File: src/rtl/countdown_timer.sv
// ============================================================================
// Module   : countdown_timer
// Purpose  : MM:SS BCD countdown core with alarm, driven by a 1 Hz tick strobe.
//            Optional blink output enabled with `define COUNTDOWN_BLINK_EN.
// Revision : 1.0 - initial release
// ============================================================================
`default_nettype none

module countdown_timer #(
    parameter int ALARM_TICKS  = 10,
    parameter int MAX_MIN_TENS = 5
) (
    input  logic        clk,
    input  logic        reset,
    input  logic        tick,
    input  logic        load,
    input  logic [15:0] preset_bcd,
    input  logic        start,
    input  logic        stop,
    input  logic        clear,
    output logic [15:0] time_bcd,
    output logic [1:0]  state,
    output logic        running,
    output logic        alarm,
`ifdef COUNTDOWN_BLINK_EN
    output logic        done_pulse,
    output logic        blank
`else
    output logic        done_pulse
`endif
);

    typedef enum logic [1:0] {
        S_IDLE  = 2'b00,
        S_RUN   = 2'b01,
        S_PAUSE = 2'b10,
        S_DONE  = 2'b11
    } state_t;

    localparam int                 c_CNT_W  = (ALARM_TICKS > 1) ? $clog2(ALARM_TICKS) : 1;
    localparam logic [c_CNT_W-1:0] c_LAST   = c_CNT_W'(ALARM_TICKS - 1);
    localparam logic [3:0]         c_MAX_MT = MAX_MIN_TENS[3:0];

    state_t               r_state;
    logic [15:0]          r_time;
    logic [c_CNT_W-1:0]   r_alarm_cnt;
    logic                 r_running;
    logic                 r_alarm;
    logic                 r_done_pulse;
    logic [15:0]          w_preset;
    logic [15:0]          w_dec;

    function automatic logic [3:0] clamp(input logic [3:0] d, input logic [3:0] lim);
        return (d > lim) ? lim : d;
    endfunction

    // Clamp to 9 first, then to the per-position limit.
    function automatic logic [15:0] sanitise(input logic [15:0] p);
        logic [15:0] s;
        s[15:12] = clamp(clamp(p[15:12], 4'd9), c_MAX_MT);
        s[11:8]  = clamp(p[11:8], 4'd9);
        s[7:4]   = clamp(clamp(p[7:4], 4'd9), 4'd5);
        s[3:0]   = clamp(p[3:0], 4'd9);
        return s;
    endfunction

    function automatic logic [15:0] bcd_dec(input logic [15:0] t);
        logic [15:0] d;
        d = t;
        if (t[3:0] != 4'd0) begin
            d[3:0] = t[3:0] - 4'd1;
        end else begin
            d[3:0] = 4'd9;
            if (t[7:4] != 4'd0) begin
                d[7:4] = t[7:4] - 4'd1;
            end else begin
                d[7:4] = 4'd5;
                if (t[11:8] != 4'd0) begin
                    d[11:8] = t[11:8] - 4'd1;
                end else begin
                    d[11:8]  = 4'd9;
                    d[15:12] = t[15:12] - 4'd1;
                end
            end
        end
        return d;
    endfunction

    assign w_preset = sanitise(preset_bcd);
    assign w_dec    = bcd_dec(r_time);

    always_ff @(posedge clk or negedge reset) begin
        if (!reset) begin
            r_state      <= S_IDLE;
            r_time       <= 16'h0000;
            r_alarm_cnt  <= '0;
            r_running    <= 1'b0;
            r_alarm      <= 1'b0;
            r_done_pulse <= 1'b0;
        end else begin
            r_done_pulse <= 1'b0;
            if (clear) begin
                r_state     <= S_IDLE;
                r_time      <= 16'h0000;
                r_alarm_cnt <= '0;
                r_running   <= 1'b0;
                r_alarm     <= 1'b0;
            end else begin
                case (r_state)
                    S_IDLE: begin
                        if (load) begin
                            r_time <= w_preset;
                        end else if (start && (r_time != 16'h0000)) begin
                            r_state   <= S_RUN;
                            r_running <= 1'b1;
                        end
                    end
                    S_RUN: begin
                        if (load) begin
                            r_state   <= S_IDLE;
                            r_time    <= w_preset;
                            r_running <= 1'b0;
                        end else if (stop) begin
                            r_state   <= S_PAUSE;
                            r_running <= 1'b0;
                        end else if (tick) begin
                            r_time <= w_dec;
                            if (w_dec == 16'h0000) begin
                                r_state      <= S_DONE;
                                r_running    <= 1'b0;
                                r_alarm      <= 1'b1;
                                r_done_pulse <= 1'b1;
                                r_alarm_cnt  <= '0;
                            end
                        end
                    end
                    S_PAUSE: begin
                        if (load) begin
                            r_state <= S_IDLE;
                            r_time  <= w_preset;
                        end else if (!stop && start) begin
                            r_state   <= S_RUN;
                            r_running <= 1'b1;
                        end
                    end
                    S_DONE: begin
                        if (load || stop || start) begin
                            r_state     <= S_IDLE;
                            r_alarm     <= 1'b0;
                            r_alarm_cnt <= '0;
                            if (load) begin
                                r_time <= w_preset;
                            end
                        end else if (tick) begin
                            if (r_alarm_cnt == c_LAST) begin
                                r_state     <= S_IDLE;
                                r_alarm     <= 1'b0;
                                r_alarm_cnt <= '0;
                            end else begin
                                r_alarm_cnt <= r_alarm_cnt + 1'b1;
                            end
                        end
                    end
                    default: begin
                        r_state <= S_IDLE;
                    end
                endcase
            end
        end
    end

`ifdef COUNTDOWN_BLINK_EN
    logic r_blank;
    logic w_pause_hold;
    logic w_done_hold;

    // High only when the FSM stays in PAUSE/DONE this cycle; any exit clears blank.
    assign w_pause_hold = (r_state == S_PAUSE) && !clear && !load && !(start && !stop);
    assign w_done_hold  = (r_state == S_DONE) && !clear && !load && !start && !stop
                          && !(tick && (r_alarm_cnt == c_LAST));

    always_ff @(posedge clk or negedge reset) begin
        if (!reset) begin
            r_blank <= 1'b0;
        end else if (w_pause_hold || w_done_hold) begin
            if (tick) begin
                r_blank <= ~r_blank;
            end
        end else begin
            r_blank <= 1'b0;
        end
    end

    assign blank = r_blank;
`endif

    assign time_bcd   = r_time;
    assign state      = r_state;
    assign running    = r_running;
    assign alarm      = r_alarm;
    assign done_pulse = r_done_pulse;

endmodule

`default_nettype wire

File: config.mk
export PLATFORM = sky130hd
export DESIGN_NAME = countdown_timer
export DESIGN_NICKNAME = d
export VERILOG_FILES = /design/src/rtl/countdown_timer.sv
export SDC_FILE = /design/constraint.sdc
export NUM_CORES = 1
export LEC_CHECK = 0
export BUFFER_PORTS_ARGS = -buffer_cell sky130_fd_sc_hd__clkbuf_2
export CAP_MARGIN = 15
export CELL_PAD_IN_SITES_DETAIL_PLACEMENT = 2
export CELL_PAD_IN_SITES_GLOBAL_PLACEMENT = 2
export CORE_MARGIN = 3
export CORE_UTILIZATION = 31
export CTS_CLUSTER_DIAMETER = 150
export DETAILED_ROUTE_END_ITERATION = 8
export HOLD_SLACK_MARGIN = 0.1
export PLACE_DENSITY = 0.9
export RECOVER_POWER = 50
export SYNTH_ARGS = -nofsm -noshare
export SYNTH_HDL_FRONTEND = slang
export SYNTH_SLANG_ARGS = --single-unit
export TNS_END_PERCENT = 1
File: constraint.sdc
create_clock -name clk -period 2.9 [get_ports clk]
set_clock_uncertainty 0.05 [all_clocks]
set_input_delay 0.435 -clock clk [delete_from_list [all_inputs] [get_ports clk]]
set_output_delay 0.435 -clock clk [all_outputs]
set_load 0.03 [all_outputs]
; Word-level counts from Yosys, hierarchy flattened
; Index checks and enable logic that the tools add are counted.
; W data, S select, Z words.
[totals]
register_bits = 25
in_bits = 23
out_inout_bits = 21
elab_cells = 122
[op_classes]
addsub = 5
magnitude_cmp = 6
n_eq_ne = 20
n_mux = 66
reduce_logical = 19
[op_table]
columns = cell, count
row1 = $mux W16, 6
row2 = $mux W4, 18
row3 = $pmux W16 S3, 1
row4 = $ne A3 B3 Y1 const B, 9
row5 = $mux W2, 12
row6 = $mux W1, 23
row7 = $reduce_and A7 Y1, 3
row8 = $ne A4 B4 Y1 const B, 5
row9 = $gt A4 B4 Y1 const B, 4
row10 = $logic_not A16 Y1, 1
row11 = $reduce_bool A16 Y1, 1
row12 = $reduce_bool A4 Y1, 4
row13 = $sub A4 B1 Y4 const B, 4
row14 = $mux W12, 1
row15 = $ne A5 B5 Y1 const B, 2
row16 = $gt A4 B3 Y1 const B, 2
row17 = $mux W8, 1
row18 = $pmux W2 S4, 1
row19 = $pmux W4 S2, 1
row20 = $reduce_and A6 Y1, 1
row21 = $add A4 B1 Y4 const B, 1
row22 = $eq A2 B2 Y1 const B, 2
row23 = $eq A4 B4 Y1 const B, 1
row24 = $pmux W1 S3, 1
row25 = 9 further kinds, 11

; Depth between registers and ports, before layout
; Gate-level depths: netlist of run 1.
[depth]
ltp_word = 11
ltp_mapped = 10
mapped_depth_nobuf = 8

; Worst setup path before layout of run 1
; No wires, ideal clock.
[synth_path]
path_kind = reg2reg
from = register r_time[0], in the netlist time_bcd[0]
to = register r_alarm_cnt[0]
setup_ps = 125
arrival_ps = 2223
t_required_ps = 2725
slack_ps = 502
stages_incl_launch_ff = 8
n_path_buf = 1
period_less_slack_ps = 2398
cell_sequence = dfrtp_1 buf_6 nor4_4 nand4_2 mux2i_1 nor4_4 nor2_4 mux2_4
[synth_via]
elab_chain_len = 5
elab_cells_between_ends = 7
classes_between = add/sub: 1 / eq/ne: 1 / mux: 2 / reduce/logical: 3
[synth_rtl]
columns = element, line_no
row1 = from (decl), 45  ; logic [15:0] r_time;
row2 = from (signal assigned), 112  ; r_time <= w_preset;
row3 = from (signal assigned), 121  ; r_time <= w_preset;
row4 = from (signal assigned), 127  ; r_time <= w_dec;
row5 = $sub A4 B1 Y4 / $reduce_bool A4 Y1 (equally long branches), "71, 70"
row6 = $mux W4 / $mux W12 (equally long branches), 70  ; if (t[3:0] != 4'd0) begin
row7 = $logic_not A16 Y1 (*), 128  ; if (w_dec == 16'h0000) begin
row8 = $ne A3 B3 Y1 (no source line) (*), n/a
row9 = $reduce_and A6 Y1 (no source line) (*), n/a
row10 = to (signal assigned), 160  ; r_alarm_cnt <= r_alarm_cnt + 1'b1;
row11 = to (decl), 46  ; logic [c_CNT_W-1:0] r_alarm_cnt;
; Mark *: on every way between the ends. The rest lies on a longest branch, timed or not.
; A chain may end at the register's enable or synchronous reset.

; Worst setup path in the final report of run 1
[layout_path]
from = register r_time[0], in the netlist time_bcd[0]
to = register r_alarm_cnt[1]
; Same word-level chain as after synthesis.

==> flow_summary.ini, run 1 <==
[sta]
setup_tns_ps = 0
setup_viol = 0
hold_viol = 0
post-route-period-util = 0.8610
grt_setup_unrepaired = no
slew_viol_final = 0
timing.slew.headroom = 0.03362
min_period_ps = 2497
tightest_slew_ps = 1450
timing.fmax_mhz = 400.5

[power_and_ir_drop]
power.density_mw_per_mm2 = 618.8
comb_power_share = 0.487
cellLeakagePower_nw = 0.9735
p_switching_uw = 663.6
p_seq_frac = 0.353
netSwitchingFraction = 0.4788
ir_drop_mv = 0.2034
p_int_uw = 722.3
clockPowerShare = 0.160

[run_status]
status = finished, final reports clean

[place]
gp_congestion = 0.8347
hpwl_um = 5266
numPortBuffers = 43
postPlaceCellArea_mm2 = 0.002208

[synth]
synthesis.nets = 266
synth_area_mm2 = 0.001924
synth_top_area_cell = dfrtp_1
ys_types = 51
postSynthAreaPerCell_um2 = 8.224
ys.flop_type = dfrtp_1
netlist_instances = 234
async_flop_share = 1.000
ys_seq_area_frac = 0.3251
synth-seq-cells = 25
ys_warn_count = 0
synth-edff-count = 0
synth_top_area_frac = 0.3251
synthTopCellsByArea = dfrtp_1 33%, ha_1 5.9%, o21ai_0 5.5%

[floorplanning]
coreArea_mm2 = 0.005956
num_rows = 28
pin_count = 44
start_util = 0.3231
die_h_um = 84.79
die_w_um = 84.79
fp.dieArea_mm2 = 0.007189

[worst_setup_path]
crit_required_ps = 3020
slowest_stage = dfrtp_1
r2r_start = time_bcd[0]$_DFFE_PN0P_
crit_top_cell = nor4_4
r2r_end = r_alarm_cnt[1]$_DFFE_PN0P_
cp-startpoint = time_bcd[0]$_DFFE_PN0P_
path_max_fanout = 11
critical_path.endpoint = r_alarm_cnt[1]$_DFFE_PN0P_
ff2ff_setup_slack_ps = 400
end_kind = register
path_class = reg -> reg
path_cells = nor4_4, nand4_2, mux2i_1, nor4_4, nor2_4, mux2_4
slowest_delay_ps = 520
worstSetupStartpointType = register
arrival_ps = 2620
ff2ff_path_depth = 6

[cts]
cts-resized-gates = 0
path_clk_slew_ps = 90
htreeDepth = 1
cts_inserted_buffers = 3
clock_latency_ps = 280
clock_path_buffers = 2
cts-root-buf = clkbuf_8
cts_setup_buffers = 0
tritoncts = yes
cts_hold_buffers = 0
clkSinkCount = 25

[global_route]
grt_first_pass_wirelength_um = 11270
grt_overflow = 0
grt_max_degree = 26
antenna_found_initial = 0
grt_pass1_vias = 2140
grtUsageTotal = 0.1931

[cells_and_area]
area_growth_pct = 16.38
diodes = 0
fillCellCount = 713
final_area_mm2 = 0.002240
drive_above_1_share = 0.1788
nets = 307

[flow_run]
cap_violations = 0

[routing]
post_drt_wl_per_cell_um = 18.99
first_pass_iters = 4
drt-total-wl_um = 6628
drt_iter0_drc = 56
vias = 1977
route.detailed.drc = 0
via_per_inst = 5.665
ant_nets = 0

[min_path]
hold_class = in -> reg
[power groups by stage]
stage	Sequential, mW	Combinational, mW	Clock [mW]
after floorplan	0.566	0.391	0
after global placement	0.491	0.656	0
after detailed placement	0.494	0.679	0
after CTS	0.488	0.681	0.231
after global routing	0.504	0.743	0.247
final	0.490	0.675	0.222
[per-layer routing]
| layer | vias to the layer above | GRT usage | share of wire | routed length, µm |
|---|---|---|---|---|
| met3 | 8 | 0.01472 | 0.030 | 196 |
| met4 | 0 | 0.04317 | 0.010 | 69 |
| met1 | 999 | 0.2598 | 0.44 | 2940 |
| met2 | 33 | 0.3374 | 0.52 | 3422 |
| li1 | 937 | - | - | - |
| met5 | - | 0 | 0 | 0 |
[worst min-delay path by stage]
stage,end,cells past startpoint,startpoint,slack (ps)
final,done_pulse$_DFF_PN0_,3,tick,410
after floorplan,alarm$_DFFE_PN0P_,0,reset,90
after global placement,time_bcd[2]$_DFFE_PN0P_,1,reset,450
after global routing,done_pulse$_DFF_PN0_,3,tick,420
after detailed placement,time_bcd[2]$_DFFE_PN0P_,1,reset,460
after CTS,time_bcd[2]$_DFFE_PN0P_,1,reset,150
[cell type report]
| cell class | instances | area [µm²] | area share |
|---|---|---|---|
| flip-flops and latches | 25 | 625.6 | 0.2793 |
| well taps | 75 | 93.84 | 0.04190 |
| multi-input cells | 184 | 1195 | 0.5335 |
| inverters | 15 | 56.30 | 0.02514 |
| repair buffers | 46 | 224.0 | 0.1000 |
| clock buffers | 4 | 45.04 | 0.02011 |
[cell usage in the layout, fill, tap and decap left out, types with 2 or more instances in the layout]
master	count
clkbuf_2	32
a21o_1	3
ha_1	9
buf_4	3
inv_1	15
or3_1	4
mux2_4	2
a21oi_1	16
mux2i_1	4
nor3_1	8
o211ai_1	2
dfrtp_1	25
o21ai_0	21
nor2b_1	7
nor4_4	2
o2bb2ai_1	2
a22o_1	5
o22ai_1	3
clkbuf_1	12
nor4_1	2
clkbuf_8	3
o21a_1	2
or4_1	2
nand3b_1	2
nand2_1	17
o31ai_1	2
nand3_1	7
nor2_1	27
nand2b_1	4
a31oi_1	7
nor3_2	2
o31a_1	2
[flip-flops by register name, indices dropped and copies added, names as in the netlist]
register and count:
alarm 1, done_pulse 1, r_alarm_cnt 4, running 1, state 2, time_bcd 16
[through the flow]
stage	utilization	power, mW	cells	setup WS (ps)	hold slack [ps]
after floorplan	-	0.9571	234	502.3	89.41
after global placement	0.3708	1.148	345	502.1	453.5
after detailed placement	0.3708	1.173	345	414.4	457.0
after CTS	0.3784	1.401	349	395.9	149.7
after global routing	0.3761	1.495	349	185.8	419.6
final	0.3761	1.386	349	403.2	411.6
[kinds of logic after synthesis]
family                   synth area share
AO/OA/AOI/OAI                      0.2542
flip-flops                         0.3251
AND/OR/NAND/NOR                    0.2672
XOR/XNOR                         0.004552
buffers and inverters             0.05397
multiplexers                      0.03641
adder cells (fa/ha/maj)           0.05852
[Yosys cell counts (all sizes together) (3+ instances only)]
cell type and count:
nor3 10, inv 15, buf 3, nor4 5
dfrtp 25, clkbuf 7, mux2i 4, nand3 7
nor2b 7, or3 4, nand2b 4, a22o 5
ha 9, nand2 17, o21ai 22, a31oi 7
a21o 3, a21oi 16, nor2 28, o22ai 3
[critical path, delay by kind of cell, from the launching register on]
family	cells	cell delay, ps
simple gates	4	1270
mux	2	550
flops	1	520
(Power assumes the default switching activity.)
==> run 2: changes to the inputs <==
--- a/config.mk
+++ b/config.mk
@@ -5,7 +5,7 @@
 export SDC_FILE = /design/constraint.sdc
 export NUM_CORES = 1
 export LEC_CHECK = 0
-export BUFFER_PORTS_ARGS = -buffer_cell sky130_fd_sc_hd__clkbuf_2
+export BUFFER_PORTS_ARGS = -buffer_cell sky130_fd_sc_hd__buf_2
 export CAP_MARGIN = 15
 export CELL_PAD_IN_SITES_DETAIL_PLACEMENT = 2
 export CELL_PAD_IN_SITES_GLOBAL_PLACEMENT = 2
==> run 2 against run 1 <==
Net effect: critical path depth stayed put; count of clock-buffer cells in the layout did not move; power increased by 0.65%; hold slack got worse by 6.4 ps; critical endpoint is now alarm$_DFFE_PN0P_; sequential power is 0.8% higher; first-iteration DRC count rose by 1.8%; clock power barely moved; cell count is the same; worst setup slack lost 140 ps; via count is 2.1% higher.
==> flow_summary.ini, run 2 (synthesis gave the netlist of run 1 again) <==
[cts]
cts-resized-gates = 0
clock_latency_ps = 280
clkSinkCount = 25
cts-root-buf = clkbuf_8
cts_hold_buffers = 0
path_clk_slew_ps = 100
htreeDepth = 1
tritoncts = yes
cts_setup_buffers = 0
clock_path_buffers = 2
cts_inserted_buffers = 3

[power_and_ir_drop]
netSwitchingFraction = 0.4819
comb_power_share = 0.484
ir_drop_mv = 0.1860
power_mw = 1.395
clockPowerShare = 0.162
cellLeakagePower_nw = 0.9752
p_switching_uw = 672.2
p_seq_frac = 0.354
p_int_uw = 722.6
power.density_mw_per_mm2 = 622.8

[min_path]
hold_class = in -> reg
hp-start = tick
min_path_cells = 3
holdPathEnd = done_pulse$_DFF_PN0_

[routing]
vias = 2018
route.detailed.drc = 0
first_pass_iters = 4
drt_iter0_drc = 57
ant_nets = 0
drt-total-wl_um = 6927
via_per_inst = 5.782
post_drt_wl_per_cell_um = 19.85

[global_route]
grtUsageTotal = 0.1989
grt_overflow = 0
antenna_found_initial = 0
grt_pass1_vias = 2200
grt_first_pass_wirelength_um = 11480
grt_max_degree = 26

[cells_and_area]
drive_above_1_share = 0.1788
fillCellCount = 722
diodes = 0
nets = 307
seq_area_um2 = 625.6
finalNonFillerCells = 349
layout_commonest_cell = buf_2
final_area_mm2 = 0.002240
largest_reg_flops = 16
final_cell_mix = 32 x buf_2, 27 x nor2_1, 25 x dfrtp_1
fin_util = 0.3761
area_growth_pct = 16.38
multiInputGateArea_mm2 = 0.001195

[sta]
setup_viol = 0
grt_setup_unrepaired = no
slew_viol_final = 0
tightest_slew_ps = 1466
timing.fmax_mhz = 379.2
timing.hold.ws_ps = 405.2
post-route-period-util = 0.9093
setup_slack_ps = 263.1
setup_tns_ps = 0
min_period_ps = 2637
hold_viol = 0
timing.slew.headroom = 0.02271

[place]
hpwl_um = 5461
place_ws_ps = 297.4
postPlaceCellArea_mm2 = 0.002208
numPortBuffers = 43
gp_congestion = 0.8384
dp.cells = 345

[floorplanning]
die_w_um = 84.79
fp.dieArea_mm2 = 0.007189
num_rows = 28
coreArea_mm2 = 0.005956
pin_count = 44
die_h_um = 84.79
start_util = 0.3231

[flow_run]
cap_violations = 0

[worst_setup_path]
worstSetupStartpointType = register
end_kind = register
ff2ff_setup_slack_ps = 260
r2r_end = alarm$_DFFE_PN0P_
arrival_ps = 2760
r2r_start = time_bcd[0]$_DFFE_PN0P_
path_class = reg -> reg
crit_required_ps = 3020
path_max_fanout = 11
ff2ff_path_depth = 6

[run_status]
status = finished, final reports clean
run 2: worst max path at each step:
| stage | from | end | slack (ps) | cells after the start |
|---|---|---|---|---|
| 2_1_floorplan | time_bcd[0]$_DFFE_PN0P_ | r_alarm_cnt[0]$_DFFE_PN0P_ | 500 | 7 |
| 3_3_place_gp | time_bcd[0]$_DFFE_PN0P_ | r_alarm_cnt[0]$_DFFE_PN0P_ | 490 | 6 |
| 3_5_place_dp | time_bcd[0]$_DFFE_PN0P_ | alarm$_DFFE_PN0P_ | 300 | 6 |
| 4_1_cts | time_bcd[0]$_DFFE_PN0P_ | alarm$_DFFE_PN0P_ | 280 | 6 |
| 5_1_grt | time_bcd[0]$_DFFE_PN0P_ | alarm$_DFFE_PN0P_ | 80 | 6 |
| 6_report | time_bcd[0]$_DFFE_PN0P_ | alarm$_DFFE_PN0P_ | 260 | 6 |
run 2: power by group through the flow:
stage | combinational [mW] | clock (mW) | sequential [mW]
finish | 0.675 | 0.225 | 0.494
detailed placement | 0.684 | 0 | 0.500
floorplan | 0.391 | 0 | 0.566
CTS | 0.688 | 0.233 | 0.493
global placement | 0.658 | 0 | 0.491
global route | 0.744 | 0.243 | 0.506
run 2: layout make-up:
class                           count  share of cell area
Timing Repair Buffer               46              0.1000
Inverter                           15             0.02514
Tap cell                           75             0.04190
Sequential cell                    25              0.2793
Multi-Input combinational cell    184              0.5335
Clock buffer                        4             0.02011
run 2: per-layer routing:
metal | global-route usage | up-vias | share of wire
met5 | 0 | - | 0
met4 | 0.06043 | 0 | 0.011
met3 | 0.01374 | 8 | 0.023
met2 | 0.3673 | 39 | 0.53
met1 | 0.2452 | 1034 | 0.44
li1 | - | 937 | -
run 2: critical path, cell delays in order, from the launching register on:
cell and delay, ps:
dfrtp_1 530, nor4_4 480, nand4_2 310, mux2i_1 250, nor4_4 490, a21oi_1 100
a311oi_1 320
==> run 3: changes to the inputs <==
==> constraint.sdc (replaced) <==
create_clock -name clk -period 2.5 [get_ports clk]
set_clock_uncertainty 0.05 [all_clocks]
set_input_delay 0.375 -clock clk [delete_from_list [all_inputs] [get_ports clk]]
set_output_delay 0.375 -clock clk [all_outputs]
set_load 0.03 [all_outputs]
==> run 3 against run 2 <==
Net effect: the flow now finishes with violations (negative setup slack); power rose by 24%; cell count rose by 3.4%; largest cell class unchanged; critical endpoint is now r_alarm_cnt[1]$_DFFE_PN0P_; non-clock buffer count rose by 12; highest routed layer unchanged; count of clock-buffer cells in the layout did not move; core utilization rose by 2.1 points.
==> flow_summary.ini, run 3 (synthesis gave the netlist of run 1 again) <==
[run_status]
status = finished, violations left
violations = negative setup slack

[place]
numPortBuffers = 43
gp_congestion = 0.8461
place_ws_ps = 66.41
postPlaceCellArea_mm2 = 0.002268
hpwl_um = 5605

[cts]
path_clk_slew_ps = 100
clkSinkCount = 25
cts_inserted_buffers = 3
clock_path_buffers = 2
clock_latency_ps = 290
tritoncts = yes
cts-root-buf = clkbuf_8
htreeDepth = 1

[power_and_ir_drop]
comb_power_share = 0.520
clockPowerShare = 0.155
netSwitchingFraction = 0.4870
p_switching_uw = 844.5
power.density_mw_per_mm2 = 732.9
ir_drop_mv = 0.2983
cellLeakagePower_nw = 1.042
p_seq_frac = 0.326
p_int_uw = 889.5

[floorplanning]
pin_count = 44
num_rows = 28
coreArea_mm2 = 0.005956
start_util = 0.3231
fp.dieArea_mm2 = 0.007189
die_w_um = 84.79
die_h_um = 84.79

[worst_setup_path]
r2r_start = time_bcd[6]$_DFFE_PN0P_
path_class = reg -> reg
slowest_delay_ps = 490
cp_num_buf_inv = 1
path_cells = nor3_2, nand4_1, or3_1, nor4_4, buf_4, nor2_4, mux2_4
crit_required_ps = 2630
cp_top_family = simple AND/OR/NAND/NOR gates
slowest_stage = nor3_2
cp-startpoint = time_bcd[6]$_DFFE_PN0P_
arrival_ps = 2730
path_max_fanout = 5
worstSetupStartpointType = register
end_kind = register

[sta]
timing.slew.headroom = 0.01418
tightest_slew_ps = 1479
post-route-period-util = 1.040
hold_viol = 0
timing.fmax_mhz = 384.7
min_period_ps = 2600
setup_viol = 4
slew_viol_final = 0
setup_slack_ps = -99.50

[global_route]
grt_overflow = 0
antenna_found_initial = 0
grt_first_pass_wirelength_um = 11840
grtUsageTotal = 0.2050
grt_pass1_vias = 2265
grt_max_degree = 26

[cells_and_area]
diodes = 0
drive_above_1_share = 0.2343
layout_commonest_cell = buf_2
area_growth_pct = 22.95
fin_util = 0.3973
nets = 319
largest_reg_flops = 16
final_cell_mix = 33 x buf_2, 26 x nor2_1, 25 x dfrtp_1
final_area_mm2 = 0.002366

[routing]
via_per_inst = 5.770
first_pass_iters = 4
route.detailed.drc = 0
drt-total-wl_um = 7830
ant_nets = 0
drt_iter0_drc = 142
vias = 2083
post_drt_wl_per_cell_um = 21.69

[min_path]
hold_class = in -> reg
hp-start = preset_bcd[2]

[flow_run]
cap_violations = 0
-- run 3: cell count changes in the layout (fill, tap and decap cells not counted), sizes merged --
cell         delta
dlygate4sd3     +1
clkbuf          -1
buf            +12
-- run 3: power groups by stage --
stage	Sequential (mW)	Combinational (mW)	Clock [mW]
final	0.565	0.901	0.268
after global routing	0.578	0.975	0.281
after CTS	0.558	0.853	0.268
after detailed placement	0.566	0.842	0
after global placement	0.557	0.803	0
after floorplan	0.657	0.454	0
-- run 3: cell type report --
cell class / count / area [µm²]
fill: 692 / 3590
timing repair buffer: 58 / 317.8
clock buffer: 4 / 45.04
multi-input combinational: 184 / 1227
sequential: 25 / 625.6
tap: 75 / 93.84
inverter: 15 / 56.30
-- run 3: metal layers --
metal	global-route usage	wire length, µm	up-vias
met4	0.07770	178	0
met5	0	0	-
met3	0.01963	293	13
met1	0.2643	3362	1055
met2	0.3530	3995	57
li1	-	-	958
-- run 3: final timing paths --
kind                                              end  slack, ps  cells after the start
max                        r_alarm_cnt[1]$_DFFE_PN0P_       -100                      7
min                           time_bcd[2]$_DFFE_PN0P_        350                      3
max reg2reg                r_alarm_cnt[1]$_DFFE_PN0P_       -100                      7
min reg2reg                r_alarm_cnt[2]$_DFFE_PN0P_        520                      1
max in group asynchronous        state[0]$_DFFE_PN0P_        620                      2
min in group asynchronous     time_bcd[2]$_DFFE_PN0P_        920                      2
-- run 3: metrics by stage --
stage / instances / power [mW] / TNS (ps) / hold WS (ps)
detailed placement: 353 / 1.408 / 0 / 371.7
CTS: 358 / 1.680 / 0 / 354.0
floorplan: 234 / 1.110 / 0 / 29.41
finish: 361 / 1.734 / -271.5 / 351.6
global route: 361 / 1.833 / -401.8 / 371.7
global placement: 353 / 1.360 / 0 / 359.8
-- run 3: what timing repair did --
item,CTS,global route
endpoints found under the setup margin,0,6
buffers inserted,0,3
resized for setup,0,6
hold buffers,1,0
endpoints found under the hold margin,25,0
-- run 3: worst min-delay path, stage by stage --
cell,delay [ps]
buf_2,90
a31oi_1,70
o21ai_0,130
